### src/rtl/perm_round_ctrl_pkg.sv
// Shared types and permutation selector codes for the permutation round controller.
package perm_pkg;

    typedef enum logic [1:0] {
        IDLE = 2'd0,
        RUN  = 2'd1,
        DONE = 2'd2
    } prc_state_t;

    typedef logic [127:0] block_t;

    localparam logic [1:0] SEL_PAIRSWAP = 2'b00;
    localparam logic [1:0] SEL_NIBSWAP  = 2'b01;
    localparam logic [1:0] SEL_BITREV   = 2'b10;
    localparam logic [1:0] SEL_MIX      = 2'b11;

endpackage

### src/rtl/perm_round_ctrl_if.sv
// Block input and result output channels of the round controller.
// Both channels are valid/ready: a transfer happens on the rising edge where valid and ready
// are both high; a raised valid holds, with its payload unchanged, until that edge.
interface perm_round_ctrl_if #(
    parameter int KEY_W = 8
);
    import perm_pkg::*;

    logic             in_valid;
    logic             in_ready;
    block_t           in_block;
    logic [KEY_W-1:0] in_key;
    logic             in_decrypt;
    logic             out_valid;
    logic             out_ready;
    block_t           out_block;

    modport master (
        output in_valid, in_block, in_key, in_decrypt, out_ready,
        input  in_ready, out_valid, out_block
    );

    modport slave (
        input  in_valid, in_block, in_key, in_decrypt, out_ready,
        output in_ready, out_valid, out_block
    );

endinterface

### src/rtl/perm_round_ctrl_key_sched.sv
// Round-key holder: latches the key string and direction, and picks the 2-bit selector
// for the current round (reverse order when decrypting).
module perm_key_sched
    import perm_pkg::*;
#(
    parameter int ROUNDS = 4,
    parameter int KEY_W  = 2 * ROUNDS,
    parameter int CNT_W  = $clog2(ROUNDS + 1)
) (
    input  logic             clk,
    input  logic             rst_n,
    input  logic             flush,
    input  logic             i_load,
    input  logic [KEY_W-1:0] i_key,
    input  logic             i_decrypt,
    input  logic             i_en,
    input  logic [CNT_W-1:0] i_round_cnt,
    output logic [1:0]       o_sel
);
    logic [KEY_W-1:0] r_key;
    logic             r_dec;
    logic [CNT_W-1:0] w_key_idx;

    always_ff @(posedge clk or negedge rst_n) begin
        if (!rst_n) begin
            r_key <= '0;
            r_dec <= 1'b0;
        end else if (flush) begin
            r_key <= '0;
            r_dec <= 1'b0;
        end else if (i_load) begin
            r_key <= i_key;
            r_dec <= i_decrypt;
        end
    end

    // Selector is forced to pair-swap code whenever the unit is disabled.
    always_comb begin
        w_key_idx = r_dec ? (CNT_W'(ROUNDS - 1) - i_round_cnt) : i_round_cnt;
        o_sel     = SEL_PAIRSWAP;
        if (i_en) begin
            for (int r = 0; r < ROUNDS; r++) begin
                if (w_key_idx == CNT_W'(r)) o_sel = r_key[2*r +: 2];
            end
        end
    end

endmodule

### src/rtl/perm_round_ctrl.sv
// Iterative round sequencer: loops a 128-bit block through an external permutation unit
// ROUNDS times, one key pair per cycle, and returns the result under valid/ready.
module perm_round_ctrl
    import perm_pkg::*;
#(
    parameter int ROUNDS = 4,
    parameter int KEY_W  = 2 * ROUNDS
) (
    input  logic                        clk,
    input  logic                        rst_n,
    input  logic                        flush,
    perm_round_ctrl_if.slave            bus,
    output logic                        perm_en,
    output logic [1:0]                  perm_sel,
    output block_t                      perm_in,
    input  block_t                      perm_out,
    output logic                        busy,
    output logic [$clog2(ROUNDS+1)-1:0] round_cnt,
    output prc_state_t                  o_dbg_state
);
    localparam int CNT_W = $clog2(ROUNDS + 1);

    prc_state_t       r_state;
    prc_state_t       w_state_nxt;
    block_t           r_state_reg;
    logic [CNT_W-1:0] r_round_cnt;
    logic             w_accept;
    logic             w_last_round;

    assign w_accept     = bus.in_valid && (r_state == IDLE) && !flush;
    assign w_last_round = (r_round_cnt == CNT_W'(ROUNDS - 1));

    always_ff @(posedge clk or negedge rst_n) begin
        if (!rst_n) r_state <= IDLE;
        else        r_state <= w_state_nxt;
    end

    always_comb begin
        w_state_nxt   = r_state;
        perm_en       = 1'b0;
        bus.in_ready  = 1'b0;
        bus.out_valid = 1'b0;
        busy          = 1'b1;
        case (r_state)
            IDLE: begin
                bus.in_ready = 1'b1;
                busy         = 1'b0;
                if (w_accept) w_state_nxt = RUN;
            end
            RUN: begin
                perm_en = 1'b1;
                if (w_last_round) w_state_nxt = DONE;
            end
            DONE: begin
                bus.out_valid = 1'b1;
                if (bus.out_ready) w_state_nxt = IDLE;
            end
            default: w_state_nxt = IDLE;
        endcase
        // Abort wins over both accept and delivery.
        if (flush) w_state_nxt = IDLE;
    end

    // perm_out is only captured in RUN; the unit output is undefined otherwise.
    always_ff @(posedge clk or negedge rst_n) begin
        if (!rst_n) begin
            r_state_reg <= '0;
            r_round_cnt <= '0;
        end else if (flush) begin
            r_round_cnt <= '0;
        end else if (w_accept) begin
            r_state_reg <= bus.in_block;
            r_round_cnt <= '0;
        end else if (r_state == RUN) begin
            r_state_reg <= perm_out;
            r_round_cnt <= r_round_cnt + CNT_W'(1);
        end
    end

    perm_key_sched #(
        .ROUNDS (ROUNDS),
        .KEY_W  (KEY_W),
        .CNT_W  (CNT_W)
    ) u_key_sched (
        .clk         (clk),
        .rst_n       (rst_n),
        .flush       (flush),
        .i_load      (w_accept),
        .i_key       (bus.in_key),
        .i_decrypt   (bus.in_decrypt),
        .i_en        (perm_en),
        .i_round_cnt (r_round_cnt),
        .o_sel       (perm_sel)
    );

    assign perm_in       = r_state_reg;
    assign bus.out_block = r_state_reg;
    assign round_cnt     = r_round_cnt;
    assign o_dbg_state   = r_state;

endmodule

### src/flat_wrapper.sv
// flat-port wrapper written by rule: the top's interface ports become plain ports
module perm_round_ctrl_flat import perm_pkg::*;
#(
    parameter int ROUNDS = 4,
    parameter int KEY_W  = 2 * ROUNDS
)
  (clk, rst_n, flush, perm_en, perm_sel, perm_in, perm_out, busy, round_cnt, o_dbg_state, bus_in_valid, bus_in_block, bus_in_key, bus_in_decrypt, bus_out_ready, bus_in_ready, bus_out_valid, bus_out_block);
  perm_round_ctrl_if #(.KEY_W(KEY_W)) bus_i ();
  input  logic clk;
  input  logic rst_n;
  input  logic flush;
  output logic perm_en;
  output logic [1:0] perm_sel;
  output block_t perm_in;
  input  block_t perm_out;
  output logic busy;
  output logic [$clog2(ROUNDS+1)-1:0] round_cnt;
  output prc_state_t o_dbg_state;
  input wire logic [$bits(bus_i.in_valid)-1:0] bus_in_valid;
  input wire logic [$bits(bus_i.in_block)-1:0] bus_in_block;
  input wire logic [$bits(bus_i.in_key)-1:0] bus_in_key;
  input wire logic [$bits(bus_i.in_decrypt)-1:0] bus_in_decrypt;
  input wire logic [$bits(bus_i.out_ready)-1:0] bus_out_ready;
  output wire logic [$bits(bus_i.in_ready)-1:0] bus_in_ready;
  output wire logic [$bits(bus_i.out_valid)-1:0] bus_out_valid;
  output wire logic [$bits(bus_i.out_block)-1:0] bus_out_block;
  assign bus_i.in_valid = bus_in_valid;
  assign bus_i.in_block = bus_in_block;
  assign bus_i.in_key = bus_in_key;
  assign bus_i.in_decrypt = bus_in_decrypt;
  assign bus_i.out_ready = bus_out_ready;
  assign bus_in_ready = bus_i.in_ready;
  assign bus_out_valid = bus_i.out_valid;
  assign bus_out_block = bus_i.out_block;
  perm_round_ctrl #(.ROUNDS(ROUNDS), .KEY_W(KEY_W)) u_core (.clk(clk), .rst_n(rst_n), .flush(flush), .bus(bus_i), .perm_en(perm_en), .perm_sel(perm_sel), .perm_in(perm_in), .perm_out(perm_out), .busy(busy), .round_cnt(round_cnt), .o_dbg_state(o_dbg_state));
endmodule
### config.mk
export PLATFORM = sky130hd
export DESIGN_NAME = perm_round_ctrl_flat
export DESIGN_NICKNAME = d
export VERILOG_FILES = /design/src/rtl/perm_round_ctrl_pkg.sv /design/src/rtl/perm_round_ctrl_if.sv /design/src/rtl/perm_round_ctrl_key_sched.sv /design/src/rtl/perm_round_ctrl.sv /design/src/flat_wrapper.sv
export SDC_FILE = /design/constraint.sdc
export NUM_CORES = 1
export LEC_CHECK = 0
export CAP_MARGIN = 20
export CORE_AREA = 3 3 206 208
export CTS_BUF_LIST = sky130_fd_sc_hd__clkbuf_2 sky130_fd_sc_hd__clkbuf_4 sky130_fd_sc_hd__clkbuf_8
export DETAILED_ROUTE_END_ITERATION = 6
export DIE_AREA = 0 0 209 211
export SLEW_MARGIN = 20
export SYNTH_ARGS = -nofsm -noshare
export SYNTH_HDL_FRONTEND = slang
export SYNTH_SLANG_ARGS = --single-unit
### constraint.sdc
create_clock -name clk -period 4 [get_ports clk]
set_input_delay 0.8 -clock clk [delete_from_list [all_inputs] [get_ports clk]]
set_output_delay 0.8 -clock clk [all_outputs]
set_load 0.03 [all_outputs]
==> out/qor.yml, run 1 <==
synth_fp_nets: 891
holdWs_ns: 0.358
skew_ns: 0.0147
hold_viol: 0
cts-resized-gates: 0
wire_per_inst_um: 19.4
worstSetupStartpointType: "flop"
clockBufferDepth: 2
dieWidth_um: 209
cp.arrival_ns: 2.71
placeableCoreArea_mm2: 0.0407
htree_levels: 4
die-area_mm2: 0.0441
cp_cell_sequence: "nor3b_1, o221ai_1, a221oi_1, clkdlybuf4s50_1"
syn_inst: 620
grt_use_total_pct: 13.1
final_util_pct: 30.8
drc: 0
start_util_pct: 17.6
grt_overflow: 0
ys_seq_elements: 142
post-synth-top-area-cell: "dfrtp_1"
fp-row-count: 74
min_period_ns: 3.51
r2r-end: "u_core.bus.out_block[102]$_DFFE_PN0P_"
design_area_mm2: 0.0125
place_inst: 1522
antenna_found_initial: 4
critPathCaptureType: "primary output"
dr.pass1.iters: 4
cp-startpoint: "u_core.o_dbg_state[0]$_DFFE_PN0P_"
cp.buffers_inverters: 1
syn_area_per_cell_um2: 11.6
root_buffer: "clkbuf_8"
clk_latency_ns: 0.47
port-buffer-count: 536
num_io_pins: 537
p_per_area_mw_per_mm2: 516
slew_viol_final: 0
synth_cell_types: 27
cts_buffers: 17
finalWorstSetupSlack_ns: 0.487
worstReg2RegStart: "u_core.o_dbg_state[1]$_DFFE_PN0P_"
viasPerCell: 4.17
yosys_warnings: 0
gp_congestion: 0.787
pre_cts_slack_ns: 0.928
finalNetCount: 1280
synthesis.area_mm2: 0.00718
dp_hpwl_mm: 23.6
hold_class: "primary input to async pin"
critPathMaxFanout: 9
r2r_slack_ns: 1.79
setup_viol: 0
outcome: "finished clean"
n_fill_cell: 4185
netlist_top_cells_area: "dfrtp_1 50%, a22o_1 17%, a21o_1 13%, buf_4 13%, buf_2 2.9%"
endpoint: "perm_sel[0]"
cts.sinks: 142
power.total_mw: 6.47
ys_seq_area_share_pct: 49.5
rsz0062_at_grt: "no"
grt_max_degree: 84
drive_gt1_share_pct: 4.12
vias: 6480
finalCritPeriodShare_pct: 87.8
p_leak_nw: 5.69
r2r_cells: 4
synthToLayoutAreaGrowth_pct: 74.7
crit_cells: 4
setup_tns_ns: 0
path_clk_slew_ns: 0.08
die_h_um: 211
yosys.area.top_type_share_pct: 49.5
cts_tree: "done"
max_freq_ghz: 0.285
worstMarginPinSlew_ns: 0.828
grt_pass1_wl_mm: 44.0
slowest_delay_ns: 0.74
cts_setup_buffers: 0
fin_cells: 1554
ctsHoldBuffers: 0
post_dp_cell_area_mm2: 0.0121
final_antenna_net_count: 0
cp.required_ns: 3.20
worstSetupPathType: "flop to primary output"
cp_slowest_cell: "clkdlybuf4s50_1"
slew_headroom_pct: 44.8
irDropWorstVdd_mv: 0.219
drv_cap: 0
cp_top_family: "buffers and inverters"
routed_wl_mm: 30.2
grt_pass1_vias: 6853
drt_iter0_markers: 244
## Yosys cell counts
cell and instances:
dfrtp_1 142, a22o_1 137, a21o_1 129, buf_4 128
buf_2 41, nor2_1 6, o221ai_1 6, clkbuf_1 4
inv_1 4, a221oi_1 2, nand2b_1 2, nor2b_1 2
o22ai_1 2, xnor2_1 2, a21oi_1 1, a32oi_1 1
a41oi_1 1, ha_1 1, mux2i_1 1, nand2_1 1
nand3_1 1, nand3b_1 1, nor3b_1 1, nor3b_2 1
nor4b_2 1, or2_2 1, or3b_2 1
## kinds of logic (layout without fill, tap and decap cells)
logic type | after synthesis | count (layout) | share of synthesized area, %
other cells | 0 | 3 | 0
xor+xnor | 2 | 2 | 0.244
buf+inv | 177 | 576 | 16.7
mux | 1 | 1 | 0.139
compound gates | 279 | 279 | 31.7
fa+ha+maj | 1 | 1 | 0.174
flops | 142 | 142 | 49.5
simple gates | 18 | 18 | 1.59
## flip-flops by register name, indices dropped and copies added, names as in the netlist
| name | flops |
|---|---|
| u_core.u_key_sched.r_dec | 1 |
| u_core.bus.out_block | 128 |
| u_core.u_key_sched.r_key | 8 |
| u_core.round_cnt | 3 |
| u_core.o_dbg_state | 2 |
## worst reg2reg max path: stages (launching register included)
cell	delay, ns
dfrtp_1	0.50
nor4b_4	0.51
buf_4	0.69
a22o_1	0.36
a21o_1	0.10
## cell type report
class	instances	area [um^2]	area share (%)
timing repair buffer	543	5460	43.5
sequential	142	3550	28.3
multi-input combinational	301	2450	19.5
tap	532	666	5.31
clock buffer	23	304	2.43
clock inverter	6	85.1	0.679
inverter	4	15.0	0.120
antenna	3	7.51	0.0599
## placed cells by master (no fill, tap or decap)
cell type,instances
or2_2,1
bufinv_16,2
nand3b_1,1
a41oi_1,1
nand2_1,1
a32oi_1,1
a221oi_1,2
buf_6,1
clkinv_2,2
o22ai_1,2
nand3_1,1
nor2_1,5
dfrtp_1,142
xnor2_1,2
ha_1,1
clkbuf_4,2
a22o_1,137
buf_4,4
inv_1,4
or3b_2,1
nand2b_1,2
clkbuf_8,21
nor2_4,1
nor4b_4,1
a21oi_1,1
diode_2,3
buf_12,3
clkinvlp_4,2
mux2i_1,1
o221ai_1,6
nor2b_1,2
nor3b_1,1
nor3b_4,1
clkdlybuf4s50_1,535
a21o_1,129
## layer usage
layer  vias to the layer above  GRT usage [%]  wire length, um
li1                       2939              -                -
met1                      3176           15.2            12100
met2                       337           22.7            15300
met3                        28           3.83             2130
met4                         0           5.64              698
met5                         -              0                0
## power breakdown
| group | internal, mW | switching [mW] | total (mW) |
|---|---|---|---|
| registers | 1.73 | 0.324 | 2.06 |
| clock network | 0.622 | 0.566 | 1.19 |
| logic | 1.46 | 1.76 | 3.23 |
## how the worst min path moves through the flow
stage	startpoint	end	slack, ns	depth (start not counted)
after floorplan	u_core.u_key_sched.r_key[4]$_DFFE_PN0P_	u_core.u_key_sched.r_key[4]$_DFFE_PN0P_	0.49	1
after global placement	u_core.bus.out_block[110]$_DFFE_PN0P_	u_core.bus.out_block[110]$_DFFE_PN0P_	0.48	1
after detailed placement	u_core.bus.out_block[60]$_DFFE_PN0P_	u_core.bus.out_block[60]$_DFFE_PN0P_	0.49	1
after CTS	rst_n	u_core.bus.out_block[81]$_DFFE_PN0P_	0.33	1
after global routing	rst_n	u_core.bus.out_block[81]$_DFFE_PN0P_	0.37	1
final	rst_n	u_core.bus.out_block[81]$_DFFE_PN0P_	0.36	1
Note: power is estimated with default switching activity, not from simulation.
==> run 2, diff against run 1 <==
--- a/config.mk
+++ b/config.mk
@@ -6,10 +6,9 @@
 export NUM_CORES = 1
 export LEC_CHECK = 0
 export CAP_MARGIN = 20
-export CORE_AREA = 3 3 206 208
-export CTS_BUF_LIST = sky130_fd_sc_hd__clkbuf_2 sky130_fd_sc_hd__clkbuf_4 sky130_fd_sc_hd__clkbuf_8
+export CORE_AREA = 3 3 209 211
 export DETAILED_ROUTE_END_ITERATION = 6
-export DIE_AREA = 0 0 209 211
+export DIE_AREA = 0 0 212 214
 export SLEW_MARGIN = 20
 export SYNTH_ARGS = -nofsm -noshare
 export SYNTH_HDL_FRONTEND = slang
==> out/qor.yml, run 2 (same netlist as run 1, synthesis figures left out) <==
worstSetupStartpointType: "flop"
fp-row-count: 75  # +1.4%
final_common_cell: "clkdlybuf4s50_1"
path_clk_slew_ns: 0.06  # -0.02 ns
ctsHoldBuffers: 0  # unchanged
critPathCaptureType: "primary output"
grt_pass1_vias: 6928  # +1.1%
p_per_area_mw_per_mm2: 555  # +7.6%
routed_wl_mm: 30.1  # -0.30%
clockBufferDepth: 2  # unchanged
hold_viol: 0  # unchanged
multi_input_area_mm2: 0.00245  # unchanged
ff_latch_area_mm2: 0.00355  # unchanged
antenna_found_initial: 4  # unchanged
clk_latency_ns: 0.44  # -0.03 ns
finalNetCount: 1280  # unchanged
worstSetupPathType: "flop to primary output"
drv_cap: 0  # unchanged
n_fill_cell: 4358  # +4.1%
root_buffer: "clkbuf_16"
gp_congestion: 0.778  # -1.1%
port-buffer-count: 536  # unchanged
drive_gt1_share_pct: 4.21  # +0.090 points
max_freq_ghz: 0.288  # +1.3%
r2r_slack_ns: 1.74  # -0.05 ns
num_io_pins: 537  # unchanged
setup_tns_ns: 0  # unchanged
grt_max_degree: 129  # +54%
slew_viol_final: 0  # unchanged
critPathMaxFanout: 9  # unchanged
worstMarginPinSlew_ns: 1.01  # +0.178 ns
grt_pass1_wl_mm: 43.7  # -0.84%
cts_setup_buffers: 0  # unchanged
skew_ns: 0.0107  # -0.00401 ns
min_period_ns: 3.47  # -0.0439 ns
hold_class: "primary input to async pin"
drc: 0  # unchanged
die-area_mm2: 0.0454  # +2.9%
start_util_pct: 17.1  # -0.51 points
cts_buffers: 17  # unchanged
drt_iter0_markers: 341  # +40%
htree_levels: 4  # unchanged
irDropWorstVdd_mv: 0.255  # +16%
grt_use_total_pct: 12.9  # -0.24 points
viasPerCell: 4.17  # +0.11%
grt_overflow: 0  # unchanged
slew_headroom_pct: 32.9  # -12 points
cts_tree: "done"
cp.arrival_ns: 2.67  # -0.04 ns
die_h_um: 214  # +1.4%
dieWidth_um: 212  # +1.4%
cts-resized-gates: 0  # unchanged
final_antenna_net_count: 0  # unchanged
wire_per_inst_um: 19.2  # -0.87%
synthToLayoutAreaGrowth_pct: 79.2
cp.required_ns: 3.20  # about the same
finalCritPeriodShare_pct: 86.7  # -1.1 points
dr.pass1.iters: 6  # +2
final_util_pct: 30.7  # -0.12 points
dp_hpwl_mm: 23.5  # -0.43%
cts.sinks: 142  # unchanged
vias: 6525  # +0.69%
outcome: "finished clean"
largest_register_ffs: 128  # unchanged
rsz0062_at_grt: "no"
p_leak_nw: 5.83  # +2.5%
placeableCoreArea_mm2: 0.0419  # +3.0%
setup_viol: 0  # unchanged
power.total_mw: 7.14  # +10%
final_cell_mix: "535 x clkdlybuf4s50_1, 142 x dfrtp_1, 137 x a22o_1"
==> run 2: changes by cell type in the layout (fill, tap and decap cells not counted) <==
cell	delta
clkbuf_16	+17
clkbuf_8	-17
bufinv_16	+4
clkbuf_4	-2
clkinv_2	-2
clkinv_4	+2
buf_12	+1
buf_4	-1
clkbuf_1	+1
clkinvlp_4	-1
==> run 2: per-stage QoR <==
stage / hold WS (ns) / instance area, um^2 / worst slack, ns / std cells
floorplan: 0.488 / 7180 / 1.29 / 620
global placement: 0.486 / 12100 / 0.821 / 1528
detailed placement: 0.491 / 12200 / 0.972 / 1529
CTS: 0.214 / 12900 / 0.445 / 1560
global route: 0.252 / 12900 / 0.408 / 1563
finish: 0.258 / 12900 / 0.531 / 1563
==> run 2: cell type report <==
type / instances / share of cell area [%]
tap: 539 / 5.24
clock buffer: 22 / 3.77
inverter: 4 / 0.117
antenna: 3 / 0.0584
multi-input combinational: 301 / 19.1
timing repair buffer: 543 / 42.5
clock inverter: 9 / 1.60
sequential: 142 / 27.6
==> run 2: critical path: stages (launching register included) <==
cell and delay [ns]:
dfrtp_1 0.56, nor3b_1 0.40, o221ai_1 0.20, a221oi_1 0.33, clkdlybuf4s50_1 0.74
==> run 2: per-layer routing <==
layer	vias to the layer above	track usage [%]	wire length [um]
li1	2948	-	-
met1	3186	14.7	12000
met2	361	22.3	15100
met3	28	3.85	2260
met4	2	5.65	724
met5	-	0	13
==> run 2: report_power, final <==
group / leakage (nW) / switching [mW] / internal (mW)
clock: 0.333 / 0.637 / 1.23
sequential: 1.76 / 0.309 / 1.74
combinational: 3.74 / 1.76 / 1.47
total: 5.83 / 2.70 / 4.44
==> run 2: worst paths after layout <==
kind,startpoint,to,cells after the start
hold / removal,rst_n,u_core.bus.out_block[107]$_DFFE_PN0P_,1
max in group asynchronous,rst_n,u_core.bus.out_block[27]$_DFFE_PN0P_,2
setup / recovery,u_core.o_dbg_state[0]$_DFFE_PN0P_,perm_sel[1],4
min in group clk,u_core.bus.out_block[19]$_DFFE_PN0P_,u_core.bus.out_block[19]$_DFFE_PN0P_,1
hold reg to reg,u_core.bus.out_block[19]$_DFFE_PN0P_,u_core.bus.out_block[19]$_DFFE_PN0P_,1
setup reg to reg,u_core.o_dbg_state[1]$_DFFE_PN0P_,u_core.bus.out_block[32]$_DFFE_PN0P_,4
==> run 3, diff against run 2 <==
--- a/config.mk
+++ b/config.mk
@@ -6,9 +6,11 @@
 export NUM_CORES = 1
 export LEC_CHECK = 0
 export CAP_MARGIN = 20
-export CORE_AREA = 3 3 209 211
+export CORE_AREA = 3 3 206 208
+export CTS_BUF_LIST = sky130_fd_sc_hd__clkbuf_4 sky130_fd_sc_hd__clkbuf_8
+export CTS_CLUSTER_SIZE = 25
 export DETAILED_ROUTE_END_ITERATION = 6
-export DIE_AREA = 0 0 212 214
+export DIE_AREA = 0 0 209 211
 export SLEW_MARGIN = 20
 export SYNTH_ARGS = -nofsm -noshare
 export SYNTH_HDL_FRONTEND = slang
==> results of run 3 <==
Final layout, timing and power as in run 1 (identical DEF).
